<file path="config.mk">
export PLATFORM = sky130hd
export DESIGN_NAME = ifetch_stage
export DESIGN_NICKNAME = d
export VERILOG_FILES = /design/src/rtl/ifetch_stage.sv
export SDC_FILE = /design/constraint.sdc
export NUM_CORES = 1
export LEC_CHECK = 0
export CORE_MARGIN = 3
export CORE_UTILIZATION = 43
export CTS_CLUSTER_DIAMETER = 80
export CTS_CLUSTER_SIZE = 16
export DETAILED_ROUTE_END_ITERATION = 8
export DONT_BUFFER_PORTS = 1
export PLACE_DENSITY = 0.6
export SLEW_MARGIN = 30
export SYNTH_ARGS = -nofsm -noshare
export SYNTH_HDL_FRONTEND = slang
export SYNTH_SLANG_ARGS = --single-unit
</file>
<file path="constraint.sdc">
create_clock -name clk -period 3.7 [get_ports clk]
set_input_delay 0.74 -clock clk [delete_from_list [all_inputs] [get_ports clk]]
set_output_delay 0.74 -clock clk [all_outputs]
set_load 0.02 [all_outputs]
</file>
<file path="src/rtl/ifetch_stage.sv">
// LEGv8 fetch stage: owns the PC, issues one variable-latency imem read at a time and buffers {instr, pc} for decode.
// Define IFETCH_SKID_EN to widen the output buffer from one register to a 2-entry FIFO.
module ifetch_stage #(
    parameter logic [63:0] RESET_PC = 64'h0,
    parameter int unsigned PC_STEP  = 4
) (
    input  logic        clk,
    input  logic        reset,
    output logic        imem_req,
    output logic [63:0] imem_addr,
    input  logic        imem_rvalid,
    input  logic [31:0] imem_rdata,
    input  logic        redirect_valid,
    input  logic [63:0] redirect_pc,
    output logic        instr_valid,
    output logic [31:0] instr,
    output logic [63:0] instr_pc,
    input  logic        instr_ready
);

    typedef enum logic {IDLE, REQ} state_e;

    state_e      state_q, state_d;
    logic [63:0] pc_q, pc_d;
    logic [63:0] addr_q, addr_d;
    logic        discard_q, discard_d;
    logic [63:0] pc_inc;
    logic        xfer;
    logic        accept;
    logic [1:0]  cnt_d;
    logic        buf_space;

`ifdef IFETCH_SKID_EN
    localparam logic [1:0] BUF_CAP = 2'd2;
`else
    localparam logic [1:0] BUF_CAP = 2'd1;
`endif

    // Redirect wins over both the handshake and any response arriving in the same cycle.
    assign pc_inc    = pc_q + 64'(PC_STEP);
    assign xfer      = instr_valid && instr_ready && !redirect_valid;
    assign accept    = (state_q == REQ) && imem_rvalid && !discard_q && !redirect_valid;
    assign buf_space = cnt_d < BUF_CAP;
    assign imem_req  = (state_q == REQ);
    assign imem_addr = addr_q;

`ifdef IFETCH_SKID_EN
    logic [1:0]  cnt_q, cnt_pop;
    logic [31:0] data0_q, data0_d, data1_q, data1_d;
    logic [63:0] bpc0_q, bpc0_d, bpc1_q, bpc1_d;

    always_comb begin
        data0_d = data0_q;
        data1_d = data1_q;
        bpc0_d  = bpc0_q;
        bpc1_d  = bpc1_q;
        cnt_pop = cnt_q;
        if (xfer) begin
            data0_d = data1_q;
            bpc0_d  = bpc1_q;
            cnt_pop = cnt_q - 2'd1;
        end
        if (accept) begin
            if (cnt_pop == 2'd0) begin
                data0_d = imem_rdata;
                bpc0_d  = pc_q;
            end else begin
                data1_d = imem_rdata;
                bpc1_d  = pc_q;
            end
        end
        cnt_d = cnt_pop + {1'b0, accept};
        if (redirect_valid) cnt_d = 2'd0;
    end

    always_ff @(posedge clk or negedge reset) begin
        if (!reset) begin
            cnt_q   <= 2'd0;
            data0_q <= '0;
            data1_q <= '0;
            bpc0_q  <= '0;
            bpc1_q  <= '0;
        end else begin
            cnt_q   <= cnt_d;
            data0_q <= data0_d;
            data1_q <= data1_d;
            bpc0_q  <= bpc0_d;
            bpc1_q  <= bpc1_d;
        end
    end

    assign instr_valid = (cnt_q != 2'd0);
    assign instr       = data0_q;
    assign instr_pc    = bpc0_q;
`else
    logic        valid_q, valid_d;
    logic [31:0] data_q, data_d;
    logic [63:0] bpc_q, bpc_d;

    always_comb begin
        valid_d = valid_q;
        data_d  = data_q;
        bpc_d   = bpc_q;
        if (redirect_valid) begin
            valid_d = 1'b0;
        end else begin
            if (xfer) valid_d = 1'b0;
            if (accept) begin
                valid_d = 1'b1;
                data_d  = imem_rdata;
                bpc_d   = pc_q;
            end
        end
    end

    always_ff @(posedge clk or negedge reset) begin
        if (!reset) begin
            valid_q <= 1'b0;
            data_q  <= '0;
            bpc_q   <= '0;
        end else begin
            valid_q <= valid_d;
            data_q  <= data_d;
            bpc_q   <= bpc_d;
        end
    end

    assign cnt_d       = {1'b0, valid_d};
    assign instr_valid = valid_q;
    assign instr       = data_q;
    assign instr_pc    = bpc_q;
`endif

    // addr_q keeps the in-flight address while pc_q may already hold a redirect target.
    always_comb begin
        state_d   = state_q;
        pc_d      = pc_q;
        addr_d    = addr_q;
        discard_d = discard_q;
        case (state_q)
            IDLE: begin
                if (redirect_valid) begin
                    pc_d    = redirect_pc;
                    addr_d  = redirect_pc;
                    state_d = REQ;
                end else if (buf_space) begin
                    addr_d  = pc_q;
                    state_d = REQ;
                end
            end
            REQ: begin
                if (redirect_valid) begin
                    pc_d = redirect_pc;
                    if (imem_rvalid) begin
                        discard_d = 1'b0;
                        addr_d    = redirect_pc;
                    end else begin
                        discard_d = 1'b1;
                    end
                end else if (imem_rvalid) begin
                    if (discard_q) begin
                        discard_d = 1'b0;
                        addr_d    = pc_q;
                    end else begin
                        pc_d   = pc_inc;
                        addr_d = pc_inc;
                    end
                    if (!buf_space) state_d = IDLE;
                end
            end
        endcase
    end

    always_ff @(posedge clk or negedge reset) begin
        if (!reset) begin
            state_q   <= IDLE;
            pc_q      <= RESET_PC;
            addr_q    <= RESET_PC;
            discard_q <= 1'b0;
        end else begin
            state_q   <= state_d;
            pc_q      <= pc_d;
            addr_q    <= addr_d;
            discard_q <= discard_d;
        end
    end

endmodule

</file>
==> results.json <==
{
  "status": "finished with violations",
  "violations": "negative hold slack",
  "routedLengthMet1_mm": 15.0,
  "crit_type": "reg2reg",
  "ys_async_sr_fraction_pct": 100,
  "die_w_um": 171,
  "grt_pass1_vias": 8861,
  "drive_gt1_share_pct": 17.7,
  "post_cts_buffers": 0,
  "syn_area_per_cell_um2": 10.1,
  "routed_wirelength_mm": 34.6,
  "clockBufferDepth": 3,
  "cts_num_sinks": 227,
  "yosys.area.top_type_share_pct": 48.5,
  "start_util_pct": 44.3,
  "ys.warnings.count": 0,
  "cts_buffers": 18,
  "synth_flop_cell": "dfrtp_1",
  "antenna_left": 0,
  "max_freq_mhz": 340,
  "grt_use_total_pct": 23.0,
  "whs_ns": -0.0587,
  "power.switching_mw": 2.29,
  "viasPerCell": 6.15,
  "synth.cell_area_mm2": 0.0117,
  "ios": 263,
  "power_frac_seq_pct": 59.2,
  "synth.most_common_cell": "dfrtp_1",
  "grt_pass1_wl_mm": 52.9,
  "p_per_area_mw_per_mm2": 536,
  "cts_tree": "yes",
  "wl_met2_mm": 15.7,
  "wl_per_cell_um": 23.8,
  "synthDistinctLibCells": 70,
  "yosys-top-cells-area": "dfrtp_1 49%, mux2_2 13%, nand2_1 4.4%",
  "r2r-start": "pc_q[45]",
  "final.period_utilization_pct": 79.6,
  "finalPower_mw": 6.66,
  "fin_util_pct": 47.0,
  "tightest_slew_ns": 0.909,
  "syn_to_final_growth_pct": 6.22,
  "critical_path_peak_fanout": 9,
  "rows": 59,
  "slew_violations": 0,
  "yosysTopAreaCell": "dfrtp_1",
  "nets": 1215,
  "rsz0062_at_grt": "false",
  "synth_nets": 1264,
  "leakage_nw": 5.03,
  "maxCapViolCount": 0,
  "core_mm2": 0.0264,
  "peakVddDrop_uv": 255,
  "design_area_mm2": 0.0124,
  "hold_viol": 186,
  "fin_tns_setup_ns": 0,
  "p_sw_share_pct": 34.4,
  "grt_max_degree": 228,
  "place_congestion": 0.878,
  "overflow": 0,
  "clk_pin_slew_worst_paths_ns": 0.08,
  "cts.htree.levels": 1,
  "clock_latency_ns": 0.50,
  "worst-endpoint-required_ns": 4.11,
  "syn_inst": 1162,
  "arrival_ns": 3.36,
  "fin_skew_ns": 0.0194,
  "worst_setup_path_end_kind": "flip-flop",
  "cts_resized": 0,
  "clockPowerShare_pct": 27.9,
  "period_minus_slack_ns": 2.94,
  "firstDrtPassIters": 5,
  "top_layer": "met5",
  "r2r_end": "imem_addr[61]",
  "combPwrFrac_pct": 12.9,
  "hpwl_mm": 24.2,
  "r2r.worst_path.cells": 6,
  "min_path_type": "in2async",
  "setup_viol": 0,
  "ys_seq_area_share_pct": 48.5,
  "synth_common_cells": "227 x dfrtp_1, 138 x nand2_1, 131 x mux2_2, 92 x nor2_1, 56 x o21ai_0",
  "vias": 8928,
  "drt_iter0_drc": 822,
  "drc": 0,
  "max_slew_margin_pct": 38.8,
  "synth_edf_count": 0,
  "cts-root-buf": "clkbuf_16",
  "reg2reg_setup_slack_ns": 0.76,
  "ys_ff_latch": 227,
  "wl_met3_mm": 2.97,
  "portBuffers": 0,
  "antenna_found_initial": 2,
  "dieArea_mm2": 0.0292,
  "internal_power_mw": 4.36,
  "die_y_um": 171,
  "place_area_mm2": 0.0119,
  "cp-start-kind": "flip-flop"
}
==> routing by layer <==
layer,global-route usage [%],up-vias
li1,-,4134
met1,31.6,4430
met2,35.5,312
met3,6.98,50
met4,6.58,2
met5,0,-
==> layout by cell type, fill, tap and decap left out, types with 5 or more instances in the layout <==
| cell | n |
|---|---|
| dfrtp_1 | 226 |
| nand2_1 | 138 |
| mux2_2 | 131 |
| nor2_1 | 91 |
| o21ai_0 | 56 |
| nand3_1 | 40 |
| nand4_1 | 35 |
| a21oi_1 | 29 |
| and3_1 | 24 |
| a211oi_1 | 22 |
| nor3_1 | 21 |
| inv_1 | 21 |
| clkbuf_16 | 19 |
| nor4_1 | 17 |
| buf_4 | 15 |
| a311oi_1 | 14 |
| a21o_1 | 14 |
| mux2i_1 | 13 |
| nand2b_1 | 12 |
| and4_1 | 11 |
| xnor2_1 | 11 |
| o31ai_1 | 11 |
| and2_1 | 10 |
| a221o_1 | 9 |
| a31oi_1 | 9 |
| a221oi_1 | 9 |
| nor2b_1 | 8 |
| o21bai_1 | 8 |
| a21boi_0 | 7 |
| nor3_2 | 5 |
| a22oi_1 | 5 |
==> cell type report <==
type                       count  area, um2
fill                        2471      14000
sequential                   227       5680
multi-input combinational    827       5600
clock buffer                  22        497
tap                          335        419
timing repair buffer          16        133
inverter                      23       86.3
clock inverter                 1       11.3
antenna                        1       2.50
==> worst max-delay path, stage by stage (launching register included) <==
cell and delay (ns):
dfrtp_1 0.55, nand4_1 0.25, nor4_1 0.84, nand3_1 0.26, nor3_1 0.40, mux2_2 0.38, o21ai_0 0.16
==> stage by stage <==
step	std cells	worst slack, ns	hold WS (ns)
6_report	1452	0.756	-0.0587
3_3_place_gp	1428	0.838	0.456
5_1_grt	1452	0.415	-0.0894
3_5_place_dp	1428	0.819	0.456
2_1_floorplan	1162	1.13	0.444
4_1_cts	1451	0.780	-0.0791
==> power by group through the flow <==
stage | Sequential (mW) | Clock, mW | Combinational, mW
6_report | 3.94 | 1.86 | 0.859
5_1_grt | 4.02 | 2.00 | 0.965
4_1_cts | 3.96 | 1.91 | 0.864
3_5_place_dp | 4.00 | 0 | 0.861
3_3_place_gp | 4.00 | 0 | 0.833
2_1_floorplan | 3.75 | 0 | 0.799
==> logic make-up (layout without fill, tap and decap cells) <==
kind of cell    count (synthesis)  in the layout  share of synthesized area, %
compound gates                222            222                          13.1
simple gates                  444            444                          19.5
buf+inv                       108             62                          3.78
fa+ha+maj                       1              1                         0.107
other cells                     0              1                             0
mux                           148            148                          14.1
flops                         227            227                          48.5
xor+xnor                       12             12                         0.898
==> worst max-delay path by stage <==
stage | slack, ns | cells after the start | endpoint | start
floorplan | 1.13 | 7 | instr[27] | imem_rvalid
global placement | 0.84 | 6 | pc_q[16] | pc_q[6]
detailed placement | 0.82 | 6 | imem_addr[58] | pc_q[19]
CTS | 0.78 | 6 | imem_addr[58] | pc_q[17]
global route | 0.41 | 6 | imem_addr[58] | pc_q[19]
finish | 0.76 | 6 | imem_addr[61] | pc_q[45]
==> registers in the layout, summed over array words and instances, names as in the netlist <==
signal       flops
imem_addr       64
imem_req         1
instr           32
instr_pc        64
discard_q        1
pc_q            64
instr_valid      1
(Power assumes the default switching activity.)
